===== src/rtl/if_npc_btb.sv =====
// Next-PC generator for the IF stage: direct-mapped BTB with 2-bit counters,
// EX misprediction redirect, and a misprediction counter.
module if_npc_btb #(
   parameter int         IDX_W     = 4,
   parameter logic [1:0] INIT_CTR  = 2'b01,
   parameter logic [1:0] ALLOC_CTR = 2'b10
) (
   input  logic        cpu_clk,
   input  logic        cpu_rstn,
   input  logic [31:0] pc,
   input  logic        if_valid,
   output logic        pred_taken,
   output logic [31:0] pred_target,
   output logic [31:0] npc,
   input  logic        ex_valid,
   input  logic [31:0] ex_pc,
   input  logic        ex_taken,
   input  logic [31:0] ex_target,
   input  logic        ex_pred_taken,
   input  logic [31:0] ex_pred_target,
   output logic        pred_error,
   output logic        jump_taken,
   output logic [31:0] mispred_cnt
);

   localparam int N     = 1 << IDX_W;
   localparam int TAG_W = 30 - IDX_W;

   logic             r_valid  [N];
   logic [1:0]       r_ctr    [N];
   logic [TAG_W-1:0] r_tag    [N];
   logic [29:0]      r_target [N];
   logic [31:0]      r_mispred_cnt;

   logic [IDX_W-1:0] w_idx;
   logic [TAG_W-1:0] w_tag;
   logic [IDX_W-1:0] w_ex_idx;
   logic [TAG_W-1:0] w_ex_tag;
   logic             w_hit;
   logic             w_ex_hit;
   logic [N-1:0]     w_ex_sel;
   logic [31:0]      w_pc_plus4;
   logic [31:0]      w_redirect;

   assign w_idx      = pc[IDX_W+1:2];
   assign w_tag      = pc[31:IDX_W+2];
   assign w_ex_idx   = ex_pc[IDX_W+1:2];
   assign w_ex_tag   = ex_pc[31:IDX_W+2];
   assign w_pc_plus4 = pc + 32'd4;

   // Lookup reads pre-update contents; writes become visible next cycle.
   assign w_hit       = if_valid & r_valid[w_idx] & (r_tag[w_idx] == w_tag);
   assign pred_taken  = cpu_rstn & w_hit & r_ctr[w_idx][1];
   assign pred_target = pred_taken ? {r_target[w_idx], 2'b00} : w_pc_plus4;

   assign pred_error = cpu_rstn & ex_valid &
                       ((ex_taken != ex_pred_taken) |
                        (ex_taken & (ex_target != ex_pred_target)));
   assign jump_taken = cpu_rstn & ex_valid & ex_taken & ~pred_error;
   assign w_redirect = ex_taken ? ex_target : (ex_pc + 32'd4);
   assign npc        = pred_error ? w_redirect : pred_target;

   assign w_ex_hit = r_valid[w_ex_idx] & (r_tag[w_ex_idx] == w_ex_tag);

   genvar gi;
   generate
      for (gi = 0; gi < N; gi++) begin : g_entry
         assign w_ex_sel[gi] = ex_valid & (w_ex_idx == IDX_W'(gi));

         always_ff @(posedge cpu_clk or negedge cpu_rstn) begin
            if (!cpu_rstn) begin
               r_valid[gi] <= 1'b0;
               r_ctr[gi]   <= INIT_CTR;
            end else if (w_ex_sel[gi]) begin
               if (w_ex_hit) begin
                  if (ex_taken && r_ctr[gi] != 2'b11)
                     r_ctr[gi] <= r_ctr[gi] + 2'd1;
                  else if (!ex_taken && r_ctr[gi] != 2'b00)
                     r_ctr[gi] <= r_ctr[gi] - 2'd1;
               end else if (ex_taken) begin
                  r_valid[gi] <= 1'b1;
                  r_ctr[gi]   <= ALLOC_CTR;
               end
            end
         end
      end
   endgenerate

   // Tag/target need no reset: they are only observed behind a valid bit.
   // On a taken hit the tag rewrite is a no-op, so both cases share one write.
   always_ff @(posedge cpu_clk) begin
      if (cpu_rstn && ex_valid && ex_taken) begin
         r_tag[w_ex_idx]    <= w_ex_tag;
         r_target[w_ex_idx] <= ex_target[31:2];
      end
   end

   always_ff @(posedge cpu_clk or negedge cpu_rstn) begin
      if (!cpu_rstn)
         r_mispred_cnt <= 32'd0;
      else if (pred_error)
         r_mispred_cnt <= r_mispred_cnt + 32'd1;
   end

   assign mispred_cnt = r_mispred_cnt;

endmodule


===== config.mk =====
export PLATFORM = sky130hd
export DESIGN_NAME = if_npc_btb
export DESIGN_NICKNAME = d
export VERILOG_FILES = /design/src/rtl/if_npc_btb.sv
export SDC_FILE = /design/constraint.sdc
export NUM_CORES = 2
export LEC_CHECK = 0
export CORE_ASPECT_RATIO = 0.5
export CORE_MARGIN = 2
export CORE_UTILIZATION = 40
export CTS_BUF_LIST = sky130_fd_sc_hd__clkbuf_16
export DETAILED_ROUTE_END_ITERATION = 16
export PLACE_DENSITY_LB_ADDON = 0.3
export RECOVER_POWER = 25
export SYNTH_ARGS = -nofsm -noshare
export SYNTH_HDL_FRONTEND = slang
export SYNTH_SLANG_ARGS = --single-unit

===== constraint.sdc =====
create_clock -name cpu_clk -period 14.67 [get_ports cpu_clk]
set_input_delay 2.934 -clock cpu_clk [delete_from_list [all_inputs] [get_ports cpu_clk]]
set_output_delay 2.934 -clock cpu_clk [all_outputs]
set_load 0.02 [all_outputs]

==> results.md <==
* Outcome: finished, violations left
* Failing checks: capacitance limit, slew limit
* Core Util, Final at 0.465
* First-pass GRT wire length at 197 mm
* P&R area growth vs syn at 15.7%
* Cell depth of the worst flop-to-flop path at 10
* Worst-case clock buffer depth at 3
* TritonCTS buffer count at 92
* Sequential element share of the synthesized area at 0.641
* Crit share post-route at 0.771
* Clk_skew at 47.4 ps
* Number of top-level pins at around 230
* Fmax at 88.4 MHz
* CP Launch Type: primary input
* Total power at 0.00623 W
* H-tree depth at 3
* CTS hold repair buffers at 0
* Reg2reg start: r_tag[7][9]
* Initial core utilization at 0.402
* #FFs+latches synth at 976
* DR DRC count at 0
* Fraction of layout cells with a size suffix above 1 at 0.209
* Setup CP Type: in -> out
* RSZ-0062 raised after global routing: no
* Hold depth at 1
* Power Dens Cells at 119 mW/mm^2
* Sw Share at 0.243
* Number of max-cap violations at 4
* Post-CTS Resized at 0
* Yosys warning count at 0
* Hold Crit Class: reg -> reg
* Min-delay src: mispred_cnt[31]
* Skew-Pair Late Insertion Delay at 710 ps
* Fin cells at 4423
* Routed Antenna Nets at 0
* Layout net count at 2968
* Largest net degree at the start of global routing at 100
* WL/cell at 31.2 um
* Clock Power Share at 0.395
* Total track usage at 0.236
* Reg clk slew, reported paths at 70 ps
* Syn Area/Cell at 17.3 um^2
* Die W at 479 um
* IO buf count at around 230
* Gate power share at 0.105
* Vias per std cell at between 6 and 7
* Post-synthesis async set-or-reset flop share at 0.0820
* Setup slack, reg-to-reg at 10270 ps
* Min cycle time layout at between 10000 and 15000 ps
* Final Wtd Congestion at ~0.94
* Internal Power at 0.00472 W
* Mapped cell area at 0.0451 mm^2
* Placed cell count at around 4200
* Reg2reg end: r_valid[9]
* Netlist cell types at 71
* CP startpoint: pc[2]
* Final Hold Fails at 0
* Most common cell after layout, fill and taps aside: edfxtp_1
* Net switching power at 0.00152 W
* CTS Root Cell: clkbuf_16
* Most frequent cells in the layout: edfxtp_1 (896), mux4_2 (328), clkdlybuf4s50_1 (191), xnor2_1 (141), mux2i_1 (117)
* Filler Cells Inserted at about 9600
* TritonCTS clock tree: done
* Number of clock sinks at 976
* Slew Limit Headroom at -1.02
* Routed WL at between 100 and 150 mm
* LEAKAGE at 17.0 nW
* Post-synthesis cell count at 2604
* Post-CTS setup buffers at 0
* Max-slew violation count at 132
* Worst hold endpoint: mispred_cnt[31]
* Initial antenna violation count at 16
* Worst IR Drop VDD at 0.0941 mV
* Top_reg_cell synth: edfxtp_1
* # setup viols final at 0
* CORE AREA at 0.112 mm^2
* Setup TNS at 0 ps
* Detailed Route Iter0 Violations at between 3000 and 4000
* Grt ovf at 0
* Flop pwr share at 0.501
* Critical Path AT at 8380 ps
* Num rows at slightly below 90
* Post-synth EDFFs at 896
* Crit-path max FO at 67
* Die Footprint at between 0.1 and 0.15 mm^2
* Net Count, Synth at 2744
* First-pass DRT Iterations at 6
* Vias in the first global route at ~27000
* CP Capture Type: primary output
* DPL Wire Length at 85.0 mm
* Worst-Margin Slew at 3020 ps
* Die height at 242 um
* CP required at 11740 ps
* Total number of vias at about 27000
## final cells by class
cell class	instances	area (um^2)	area share
multi-input combinational	1412	15300	0.293
tap	1513	1890	0.0362
clock inverter	78	798	0.0153
sequential	976	28900	0.554
inverter	36	135	0.00259
antenna	5	12.5	0.000240
clock buffer	93	2330	0.0446
timing repair buffer	310	2810	0.0538
## worst max-delay path, cell delays in order
cell	delay (ps)
buf_8	580
buf_4	790
mux4_2	600
xor2_1	150
or4_1	510
a211oi_1	250
a41o_1	160
o2111ai_1	170
nor4_4	320
buf_4	490
mux2_2	410
mux2_2	260
clkdlybuf4s50_1	550
## sequential cells by signal (all words and copies together) (netlist names)
name,cells
r_tag,416
r_valid,16
mispred_cnt,32
r_target,480
r_ctr,32
## power groups by stage
| stage | Sequential [W] | Clock (W) | Combinational [W] |
|---|---|---|---|
| 2_1_floorplan | 0.00318 | 0 | 0.000364 |
| 5_1_grt | 0.00313 | 0.00261 | 0.000686 |
| 3_5_place_dp | 0.00318 | 0 | 0.000653 |
| 6_report | 0.00312 | 0.00246 | 0.000652 |
| 4_1_cts | 0.00312 | 0.00249 | 0.000655 |
| 3_3_place_gp | 0.00318 | 0 | 0.000647 |
## stage by stage
stage	setup WS, ps	hold WS [ps]	instance area (um^2)
3_5_place_dp	3360	470	49200
4_1_cts	3350	483	52300
2_1_floorplan	5440	460	45100
6_report	3360	480	52200
5_1_grt	3000	493	52200
3_3_place_gp	3350	462	49200
## kinds of logic after synthesis
logic type / synth area share
DFF: 0.641
muxes: 0.207
and+or+nand+nor: 0.0519
AOI/OAI and AO/OA: 0.0385
buffers and inverters: 0.0218
xor gates and xnor gates: 0.0386
adders and majority gates: 0.00166
## per-layer routing
layer  GRT usage  up-vias  part of all wire
met5           0        -           0.00029
li1            -    11033                 -
met3      0.0409      230             0.079
met4      0.0778        6             0.034
met2       0.379     1417              0.48
met1       0.329    14380              0.41
## worst max path at each step
stage | endpoint | slack [ps] | cells past startpoint
global route | npc[20] | 3000 | 13
global placement | npc[4] | 3350 | 13
floorplan | npc[10] | 5440 | 13
CTS | npc[30] | 3350 | 13
finish | npc[4] | 3360 | 13
detailed placement | npc[4] | 3360 | 13
## cell usage after synthesis, drive strengths merged (4+ instances only)
library cell / count / area, um^2
ha: 6 / 75.1
nand3: 86 / 430
o21bai: 17 / 128
mux2: 59 / 664
mux2i: 117 / 1170
a221oi: 14 / 123
a41oi: 17 / 149
nand2: 115 / 432
a21o: 7 / 52.6
and4: 7 / 61.3
a31oi: 25 / 219
or3: 19 / 119
and2: 6 / 37.5
edfxtp: 896 / 26900
a22o: 19 / 166
o21ai: 59 / 295
nor2b: 13 / 81.3
nor4: 14 / 109
nand4: 46 / 288
xor2: 58 / 508
a22oi: 17 / 128
a21oi: 14 / 70.1
mux4: 332 / 7490
inv: 35 / 131
nand2b: 9 / 56.3
nor3: 23 / 126
o31ai: 12 / 90.1
dfstp: 16 / 420
o211ai: 6 / 45.0
nor2: 74 / 280
dfrtp: 64 / 1600
and3: 35 / 219
buf: 88 / 504
a211oi: 5 / 37.5
clkbuf: 92 / 347
xnor2: 141 / 1230
o21a: 6 / 45.0
a211o: 4 / 35.0
No activity file was read; power rests on OpenSTA's default activity.
